`config.mk`:
```
export PLATFORM = sky130hd
export DESIGN_NAME = wb_stage
export DESIGN_NICKNAME = d
export VERILOG_FILES = /design/src/rtl/dtcore32_pkg.sv /design/src/rtl/wb_stage_load_align.sv /design/src/rtl/wb_stage.sv
export SDC_FILE = /design/constraint.sdc
export NUM_CORES = 1
export LEC_CHECK = 0
export ABC_AREA = 1
export CAP_MARGIN = 20
export CORE_ASPECT_RATIO = 0.75
export CORE_MARGIN = 1
export CORE_UTILIZATION = 25
export DETAILED_ROUTE_END_ITERATION = 12
export SYNTH_ARGS = -nofsm -noshare
export SYNTH_HDL_FRONTEND = slang
export SYNTH_HIERARCHICAL = 1
export SYNTH_SLANG_ARGS = --single-unit
```
`constraint.sdc`:
```
create_clock -name clk_i -period 4.2 [get_ports clk_i]
set_clock_uncertainty 0.1 [all_clocks]
set_input_delay 0.63 -clock clk_i [delete_from_list [all_inputs] [get_ports clk_i]]
set_output_delay 0.63 -clock clk_i [all_outputs]
set_load 0.03 [all_outputs]
```
`src/rtl/dtcore32_pkg.sv`:
```
// Shared types for the dtcore32 pipeline: load sizes, writeback FSM states,
// the captured load context and register-file constants.
package dtcore32_pkg;

  localparam int unsigned XLEN   = 32;
  localparam int unsigned RADR_W = 5;

  localparam logic [RADR_W-1:0] REG_ZERO = 5'd0;

  typedef enum logic [1:0] {
    LS_BYTE = 2'b00,
    LS_HALF = 2'b01,
    LS_WORD = 2'b10,
    LS_RSVD = 2'b11
  } load_size_e;

  typedef enum logic {
    WB_IDLE      = 1'b0,
    WB_WAIT_RESP = 1'b1
  } wb_state_e;

  // Everything a load needs at completion, latched when MEM hands it over
  typedef struct packed {
    logic                rd_write;
    logic [RADR_W-1:0]   rd_addr;
    load_size_e          size;
    logic                is_unsigned;
    logic [1:0]          addr_lo;
  } load_ctx_t;

endpackage

```
`src/rtl/wb_stage_load_align.sv`:
```
// Byte/half/word lane select and sign/zero extension of a word-aligned read.
// Purely combinational; shared with the store-forwarding path.
module load_align
  import dtcore32_pkg::*;
(
  input  logic [XLEN-1:0] rdata_i,
  input  load_size_e      size_i,
  input  logic            unsigned_i,
  input  logic [1:0]      addr_lo_i,
  output logic [XLEN-1:0] ext_data_c_o
);

  logic [XLEN-1:0] shifted;
  logic [7:0]      lane8;
  logic [15:0]     lane16;

  always_comb begin
    shifted      = rdata_i >> {addr_lo_i, 3'b000};
    lane8        = shifted[7:0];
    lane16       = addr_lo_i[1] ? rdata_i[31:16] : rdata_i[15:0];
    ext_data_c_o = rdata_i;
    case (size_i)
      LS_BYTE: ext_data_c_o = {{24{~unsigned_i & lane8[7]}}, lane8};
      LS_HALF: ext_data_c_o = {{16{~unsigned_i & lane16[15]}}, lane16};
      default: ext_data_c_o = rdata_i;
    endcase
  end

endmodule

```
`src/rtl/wb_stage.sv`:
```
// Writeback stage: retires one instruction per cycle into the register file,
// stalling MEM while a load response is outstanding. Optional macro:
// WB_RETIRE_CNT_EN adds a 64-bit retired-instruction counter output.
module wb_stage
  import dtcore32_pkg::*;
#(
  parameter int unsigned XLEN = 32
) (
  input  logic            clk_i,
  input  logic            rst_i,
  input  logic            mem_valid,
  output logic            mem_ready,
  input  logic            mem_is_rd_write,
  input  logic [4:0]      mem_rd_addr,
  input  logic [XLEN-1:0] mem_result,
  input  logic            mem_is_load,
  input  logic [1:0]      mem_load_size,
  input  logic            mem_load_unsigned,
  input  logic [1:0]      mem_addr_lo,
  input  logic            dmem_rvalid,
  input  logic [XLEN-1:0] dmem_rdata,
  output logic            wb_q_is_rd_write,
  output logic [4:0]      wb_rd_addr,
  output logic [XLEN-1:0] wb_rd_wdata,
`ifdef WB_RETIRE_CNT_EN
  output logic [63:0]     wb_retire_cnt,
`endif
  output logic            wb_busy
);

  wb_state_e       state_q, state_d;
  load_ctx_t       ctx_q, ctx_d, live_ctx, al_ctx;
  logic            we_q, we_d;
  logic [4:0]      addr_q, addr_d;
  logic [XLEN-1:0] data_q, data_d;
  logic [XLEN-1:0] aligned;
  logic            xfer, alu_retire, ld_done;

  // State register plus datapath registers
  always_ff @(posedge clk_i) begin
    if (rst_i) begin
      state_q <= WB_IDLE;
      ctx_q   <= '0;
      we_q    <= 1'b0;
      addr_q  <= '0;
      data_q  <= '0;
    end else begin
      state_q <= state_d;
      ctx_q   <= ctx_d;
      we_q    <= we_d;
      addr_q  <= addr_d;
      data_q  <= data_d;
    end
  end

  // Next-state: park in WAIT_RESP only if the response did not arrive with the load
  always_comb begin
    state_d = state_q;
    unique case (state_q)
      WB_IDLE:      if (mem_valid && mem_is_load && !dmem_rvalid) state_d = WB_WAIT_RESP;
      WB_WAIT_RESP: if (dmem_rvalid) state_d = WB_IDLE;
    endcase
  end

  // FSM outputs decoded from state
  always_comb begin
    mem_ready = 1'b0;
    wb_busy   = 1'b0;
    unique case (state_q)
      WB_IDLE:      mem_ready = 1'b1;
      WB_WAIT_RESP: wb_busy   = 1'b1;
    endcase
  end

  always_comb begin
    live_ctx.rd_write    = mem_is_rd_write;
    live_ctx.rd_addr     = mem_rd_addr;
    live_ctx.size        = load_size_e'(mem_load_size);
    live_ctx.is_unsigned = mem_load_unsigned;
    live_ctx.addr_lo     = mem_addr_lo;
  end

  // A same-cycle response aligns using the live MEM fields, otherwise the captured ones
  assign al_ctx = (state_q == WB_IDLE) ? live_ctx : ctx_q;

  load_align u_align (
    .rdata_i      (dmem_rdata),
    .size_i       (al_ctx.size),
    .unsigned_i   (al_ctx.is_unsigned),
    .addr_lo_i    (al_ctx.addr_lo),
    .ext_data_c_o (aligned)
  );

  assign xfer       = mem_valid && mem_ready;
  assign alu_retire = xfer && !mem_is_load;
  assign ld_done    = dmem_rvalid && ((xfer && mem_is_load) || (state_q == WB_WAIT_RESP));

  // Register-file write: one-cycle enable pulse, address/data hold otherwise
  always_comb begin
    ctx_d  = ctx_q;
    we_d   = 1'b0;
    addr_d = addr_q;
    data_d = data_q;
    if (xfer && mem_is_load) ctx_d = live_ctx;
    if (alu_retire) begin
      we_d   = mem_is_rd_write && (mem_rd_addr != REG_ZERO);
      addr_d = mem_rd_addr;
      data_d = mem_result;
    end else if (ld_done) begin
      we_d   = al_ctx.rd_write && (al_ctx.rd_addr != REG_ZERO);
      addr_d = al_ctx.rd_addr;
      data_d = aligned;
    end
  end

  assign wb_q_is_rd_write = we_q;
  assign wb_rd_addr       = addr_q;
  assign wb_rd_wdata      = data_q;

`ifdef WB_RETIRE_CNT_EN
  logic [63:0] cnt_q, cnt_d;

  // Loads count at completion, ALU ops at acceptance; wraps naturally
  always_comb begin
    cnt_d = cnt_q;
    if (alu_retire || ld_done) cnt_d = cnt_q + 64'd1;
  end

  always_ff @(posedge clk_i) begin
    if (rst_i) cnt_q <= '0;
    else       cnt_q <= cnt_d;
  end

  assign wb_retire_cnt = cnt_q;
`endif

endmodule

```
==> results of run 1 <==
==> cells by family (layout without fill, tap and decap cells) <==
family | Yosys count | count (layout) | share of synthesized area
DFF | 50 | 50 | 0.293
AOI/OAI and AO/OA | 77 | 77 | 0.141
buffers and inverters | 55 | 153 | 0.108
and+or+nand+nor | 332 | 332 | 0.458
==> flip-flops by register name (all words and copies together), names as in the netlist <==
register	cells
wb_rd_addr	5
wb_q_is_rd_write	1
wb_rd_wdata	32
ctx_q	11
state_q	1
==> metrics by stage <==
step                hold WS (ps)  utilization
detailed placement           341        0.348
global placement             333        0.348
floorplan                    324            -
global route                 362        0.361
CTS                          353        0.361
finish                       351        0.361
==> cells in the mapped netlist (all sizes together) <==
master | n | area share
nor2 | 82 | 0.11
a21oi | 13 | 0.019
clkbuf | 9 | 0.0099
o21ai | 56 | 0.10
nand3 | 31 | 0.080
nand2 | 203 | 0.24
inv | 23 | 0.030
or2 | 7 | 0.013
o211ai | 7 | 0.015
dfxtp | 50 | 0.29
and2 | 7 | 0.015
nand3b | 1 | 0.0059
a22oi | 1 | 0.0022
buf | 23 | 0.067
nor3b | 1 | 0.0022
==> path summary, 6_finish.rpt <==
check	start	end	slack, ps	cells past startpoint
worst min-delay path	ctx_q[7]$_SDFFE_PP0P_	ctx_q[7]$_SDFFE_PP0P_	350	2
worst min register to register	ctx_q[7]$_SDFFE_PP0P_	ctx_q[7]$_SDFFE_PP0P_	350	2
worst max register to register	state_q$_SDFF_PP0_	wb_rd_wdata[18]$_SDFFE_PP0P_	1460	13
worst max-delay path	state_q$_SDFF_PP0_	wb_rd_wdata[18]$_SDFFE_PP0P_	1460	13
==> worst reg2reg max path: stages (launching register included) <==
cell and delay, ps:
sky130_fd_sc_hd__dfxtp_1 610, sky130_fd_sc_hd__inv_8 130, sky130_fd_sc_hd__o21ai_2 610, sky130_fd_sc_hd__inv_2 90, sky130_fd_sc_hd__nand2_2 90, sky130_fd_sc_hd__nor2_1 40
sky130_fd_sc_hd__nand2_1 100, sky130_fd_sc_hd__nand2_2 70, sky130_fd_sc_hd__nand2_4 300, sky130_fd_sc_hd__nand3_1 180, sky130_fd_sc_hd__nand2_1 100, sky130_fd_sc_hd__nand2_1 60
sky130_fd_sc_hd__nor2_1 120, sky130_fd_sc_hd__nor2_2 50
==> final cells by class <==
class / instances / area [um^2]
fillers: 1439 / 8400
multi-input cells: 409 / 2050
repair buffers: 122 / 1210
flip-flops and latches: 50 / 1000
well taps: 171 / 214
clock buffers: 5 / 125
inverters: 23 / 104
clock inverters: 3 / 45.0
==> report_power, final <==
| part | internal [mW] | switching (mW) |
|---|---|---|
| clock network | 0.282 | 0.206 |
| logic | 0.222 | 0.293 |
| registers | 0.517 | 0.0275 |
==> per-layer routing <==
layer	share of wire	vias up	global-route usage
met4	0.0076	0	0.0330
met2	0.44	104	0.270
li1	-	1810	-
met1	0.48	1552	0.233
met3	0.073	10	0.0341
met5	0	-	0
==> reports/metrics.csv, run 1 <==
stage,metric,value,unit
worst_setup_path,kind of start point of the critical path,flip-flop,
placed_design,number of cells after detailed placement,775,
placed_design,post-DP HPWL,8260,um
cells_and_area,most common library cell in the layout ignoring fill and taps,sky130_fd_sc_hd__nand2_1,
clock_network,Resize count post-CTS,0,
sta,Post-Route Setup TNS,0,ps
sta,share of the cycle needed by the critical path after routing,0.652,
worst_setup_path,crit path max fanout,24,
synthesis,share of synthesized area occupied by flip-flops and latches,0.293,
die,Ports,120,
grt,global-route wire length before repair,18100,um
sta,unrepaired setup endpoints after global routing,false,
placed_design,cell area after placement,4580,um^2
cells_and_area,count of antenna diodes in the layout,0,
sta,final setup violating endpoints,0,
clock_network,Clock transition at path regs,80,ps
sta,Relative slew margins,0.321,
worst_setup_path,crit path max-delay cell type,sky130_fd_sc_hd__dfxtp_1,
worst_setup_path,CP cell instances,inv_8 -> o21ai_2 -> inv_2 -> nand2_2 -> nor2_1 -> nand2_1 -> nand2_2 -> nand2_4 -> nand3_1 -> nand2_1 -> nand2_1 -> nor2_1 -> nor2_2,
cells_and_area,count of nets after finishing,691,
pwr,PwrDens,326,nW/um^2
worst_setup_path,Crit Path Class,flip-flop to flip-flop,
sta,actual transition at the worst max-transition pin,1020,ps
grt,combined global-route utilization of all metal layers,0.168,
die,die area,14100,um^2
worst_setup_path,capturing element type of the critical path,flip-flop,
synthesis,Syn Nets,594,
drt,Detailed Route Iter0 Violations,183,
clock_network,CTS root buffer,sky130_fd_sc_hd__clkbuf_16,
clock_network,clock tree from TritonCTS,built,
flow_run,number of maximum-capacitance violations,0,
synthesis,Yosys Warn Count,6,
cells_and_area,post-route standard cell area excluding fillers,4750,um^2
die,area of the core,13200,um^2
worst_setup_path,required time of the critical path,4310,ps
drt,total vias in the final route,3476,
placed_design,worst setup slack after placement,1220,ps
worst_setup_path,CP most frequent cell,sky130_fd_sc_hd__nand2_1,
sta,minimum period implied by the final worst setup slack,2740,ps
clock_network,number of buffers inserted to repair setup after CTS,0,
cells_and_area,"count of placed standard cells in the final layout, fillers left out",783,
pwr,Leak,2.15,nW
worst_setup_path,number of buffers and inverters on the critical path,2,
clock_network,count of hold-fix buffers inserted at cts,0,
drt,Pre-Repair DR Iteration Count,4,
cells_and_area,Syn-to-layout area delta,39.2,%
clock_network,count of clock tree sinks,50,
clock_network,cts bufs inserted,5,
die,die height,103,um
grt,pin count of the biggest net entering global routing,49,
outcome,status,finished clean,
placed_design,Routability Congestion,0.828,
synthesis,summed instance area of the synthesized netlist,3410,um^2
synthesis,mean area per synthesized cell,6.64,um^2
sta,Final Slew Violations,0,
clock_network,depth of the CTS H-tree,2,
clock_network,Max Buffers Root-to-Sink,2,
sta,final hold violation count,0,
grt,via count of the first global-routing pass,3443,
cells_and_area,"leading cell types in the layout, fill and taps excluded","190 x sky130_fd_sc_hd__nand2_1, 119 x sky130_fd_sc_hd__clkdlybuf4s50_1, 61 x sky130_fd_sc_hd__nor2_1",
synthesis,number of distinct library cell variants in the gate-level netlist after synthesis,33,
die,horizontal die dimension,137,um
drt,drt total wl,11400,um
cells_and_area,layout cell share with drive strength beyond 1,0.168,
grt,antenna violations before repair,0,
grt,GRT overflow,0,
die,Initial Util,0.260,
worst_setup_path,kind of cell with the highest combined delay on the critical path,simple AND/OR/NAND/NOR gates,
pwr,Tot Pwr,1.55,mW
synthesis,instance count of the mapped netlist,514,
pwr,worst IR drop on VDD,0.157,mV
worst_setup_path,longest individual stage delay on the worst path,610,ps
placed_design,port bufs,119,
drt,drt drc,0,
drt,vias per cell,4.44,
drt,Avg WL per Cell,14.6,um
synthesis,number of storage elements in the synthesis netlist,50,
worst_setup_path,endpoint arrival time on the critical path,2850,ps
sta,fin worst setup slack,1460,ps
drt,post-route ant nets,0,
sta,maximum achievable frequency,365,MHz
clock_network,latest clock arrival within the worst-skew pair,300,ps
min_path,path category of the worst min-delay check,flip-flop to flip-flop,
die,# rows,36,
Note: power is estimated with default switching activity, not from simulation.
==> run 2, diff against run 1 <==
==> constraint.sdc (replaced) <==
create_clock -name clk_i -period 2.5 [get_ports clk_i]
set_clock_uncertainty 0.1 [all_clocks]
set_input_delay 0.375 -clock clk_i [delete_from_list [all_inputs] [get_ports clk_i]]
set_output_delay 0.375 -clock clk_i [all_outputs]
set_load 0.03 [all_outputs]
==> run 2 against run 1 <==
  * Via count rose by 4.3%
  * Setup slack worse by 1100 ps
  * Register-to-register slack lost 1100 ps
  * Non-clock buffer count grew 14
  * Clock power is 65% higher
  * First-iteration DRC count fell by 1.1%
  * Combinational power is 73% higher
  * Routed wire length fell by 2.4%
  * Sequential power grew 68%
  * Hold slack barely moved
  * Flip-flop and latch count unchanged
  * Critical path depth stayed put
==> reports/metrics.csv, run 2 (synthesis results as in run 1) <==
stage,metric,value,unit,change
outcome,status,finished clean,,
cells_and_area,count of nets after finishing,705,,+2.0%
drt,drt drc,0,,unchanged
placed_design,number of cells after detailed placement,789,,+1.8%
cells_and_area,number of flip-flops in the largest register,32,,unchanged
drt,drt total wl,11200,um,-2.4%
worst_setup_path,Crit Path Class,flip-flop to flip-flop,,
min_path,path category of the worst min-delay check,flip-flop to flip-flop,,
die,area of the core,13200,um^2,unchanged
placed_design,cell area after placement,4740,um^2,+3.4%
cells_and_area,Syn-to-layout area delta,43.7,%,
clock_network,count of hold-fix buffers inserted at cts,0,,unchanged
drt,post-route ant nets,0,,unchanged
sta,fin worst setup slack,372,ps,-1090 ps
worst_setup_path,crit path max fanout,19,,-21%
grt,antenna violations before repair,0,,unchanged
cells_and_area,"count of placed standard cells in the final layout, fillers left out",797,,+1.8%
grt,pin count of the biggest net entering global routing,38,,-22%
pwr,Tot Pwr,2.61,mW,+69%
min_path,Worst Hold Endpoint,ctx_q[5]$_SDFFE_PP0P_,,
drt,Detailed Route Iter0 Violations,181,,-1.1%
clock_network,latest clock arrival within the worst-skew pair,290,ps,about the same
min_path,Worst Min Path Start,ctx_q[5]$_SDFFE_PP0P_,,
pwr,worst IR drop on VDD,0.270,mV,+72%
grt,GRT overflow,0,,unchanged
grt,via count of the first global-routing pass,3479,,+1.0%
sta,maximum achievable frequency,470,MHz,+29%
worst_setup_path,worst flop-to-flop path startpoint,state_q$_SDFF_PP0_,,
cells_and_area,"leading cell types in the layout, fill and taps excluded","190 x sky130_fd_sc_hd__nand2_1, 119 x sky130_fd_sc_hd__clkdlybuf4s50_1, 61 x sky130_fd_sc_hd__nor2_1",,
cells_and_area,post-route standard cell area excluding fillers,4910,um^2,+3.3%
clock_network,clock tree from TritonCTS,built,,
grt,global-route wire length before repair,17700,um,-2.3%
clock_network,Clock transition at path regs,70,ps,about the same
cells_and_area,most common library cell in the layout ignoring fill and taps,sky130_fd_sc_hd__nand2_1,,
die,die height,103,um,unchanged
clock_network,depth of the CTS H-tree,2,,unchanged
die,Initial Util,0.260,,unchanged
worst_setup_path,endpoint of the worst register-to-register path,wb_rd_wdata[28]$_SDFFE_PP0P_,,
flow_run,number of maximum-capacitance violations,0,,unchanged
worst_setup_path,kind of start point of the critical path,flip-flop,,
sta,minimum period implied by the final worst setup slack,2130,ps,-612 ps
worst_setup_path,capturing element type of the critical path,flip-flop,,
die,horizontal die dimension,137,um,unchanged
clock_network,CTS root buffer,sky130_fd_sc_hd__clkbuf_16,,
drt,total vias in the final route,3625,,+4.3%
worst_setup_path,required time of the critical path,2630,ps,-1680 ps
clock_network,Max Buffers Root-to-Sink,2,,unchanged
sta,actual transition at the worst max-transition pin,617,ps,-400 ps
pwr,Leak,2.24,nW,+4.0%
die,# rows,36,,unchanged
clock_network,number of buffers inserted to repair setup after CTS,0,,unchanged
cells_and_area,layout cell share with drive strength beyond 1,0.187,,+0.0186
drt,vias per cell,4.55,,+2.5%
placed_design,post-DP HPWL,8450,um,+2.4%
worst_setup_path,endpoint arrival time on the critical path,2260,ps,-590 ps
placed_design,port bufs,119,,unchanged
clock_network,Resize count post-CTS,0,,unchanged
min_path,hold path depth,2,,unchanged
die,die area,14100,um^2,unchanged
clock_network,count of clock tree sinks,50,,unchanged
worst_setup_path,cells on worst reg2reg path,13,,unchanged
worst_setup_path,Critical Path Start,state_q$_SDFF_PP0_,,
sta,final hold violation count,0,,unchanged
drt,Avg WL per Cell,14.0,um,-4.1%
sta,unrepaired setup endpoints after global routing,false,,
worst_setup_path,register-to-register setup slack,370,ps,-1090 ps
die,Ports,120,,unchanged
sta,Final Slew Violations,0,,unchanged
sta,final setup violating endpoints,0,,unchanged
placed_design,Routability Congestion,0.853,,+3.0%
placed_design,worst setup slack after placement,135,ps,-1090 ps
cells_and_area,count of antenna diodes in the layout,0,,unchanged
sta,Relative slew margins,0.589,,+0.268
drt,Pre-Repair DR Iteration Count,4,,unchanged
sta,Post-Route Setup TNS,0,ps,unchanged
cells_and_area,end-of-flow core utilization,0.373,,+0.0118
sta,hold slack final,351,ps,-0.302 ps
sta,share of the cycle needed by the critical path after routing,0.851,,+0.199
grt,combined global-route utilization of all metal layers,0.163,,-0.00464
clock_network,cts bufs inserted,5,,unchanged
pwr,PwrDens,532,nW/um^2,+63%
[run 2: changes by cell type in the layout (fill, tap and decap cells not counted)]
cell                     change
sky130_fd_sc_hd__buf_12      +4
sky130_fd_sc_hd__buf_4      +10
[run 2: area by class of cell]
class	instances	area [um^2]
clock buffer	5	125
clock inverter	3	45.0
fill	1402	8250
inverter	23	104
multi-input combinational	409	2050
sequential	50	1000
tap	171	214
timing repair buffer	136	1370
[run 2: how the worst max path moves through the flow]
| stage | endpoint | slack [ps] | cells after the start |
|---|---|---|---|
| global route | wb_rd_wdata[21]$_SDFFE_PP0P_ | 140 | 13 |
| finish | wb_rd_wdata[28]$_SDFFE_PP0P_ | 370 | 13 |
| global placement | wb_rd_wdata[9]$_SDFFE_PP0P_ | 120 | 14 |
| detailed placement | wb_rd_wdata[14]$_SDFFE_PP0P_ | 140 | 16 |
| floorplan | wb_rd_wdata[14]$_SDFFE_PP0P_ | 90 | 17 |
| CTS | wb_rd_wdata[22]$_SDFFE_PP0P_ | 350 | 13 |
[run 2: report_power, final]
group          internal [mW]  leakage [nW]  switching (mW)
registers              0.869         0.413          0.0453
clock network          0.473        0.0760           0.330
logic                  0.396          1.75           0.495
[run 2: worst max-delay path, cell delays in order, from the launching register on]
cell and delay, ps:
sky130_fd_sc_hd__dfxtp_1 430, sky130_fd_sc_hd__inv_8 100, sky130_fd_sc_hd__o21ai_0 400, sky130_fd_sc_hd__inv_1 80, sky130_fd_sc_hd__nor2_1 140, sky130_fd_sc_hd__nand2_2 70, sky130_fd_sc_hd__nand2_2 80, sky130_fd_sc_hd__nand2_4 120
sky130_fd_sc_hd__buf_12 170, sky130_fd_sc_hd__nand3_2 50, sky130_fd_sc_hd__nand2_1 60, sky130_fd_sc_hd__nand2_1 80, sky130_fd_sc_hd__nor2_1 40, sky130_fd_sc_hd__nor2_1 110
[run 2: routing by layer]
layer,up-vias,global-route usage,wire length [um]
met5,-,0,0
met4,0,0.0448,153
met3,14,0.0468,887
met2,117,0.266,4830
met1,1656,0.211,5280
li1,1838,-,-
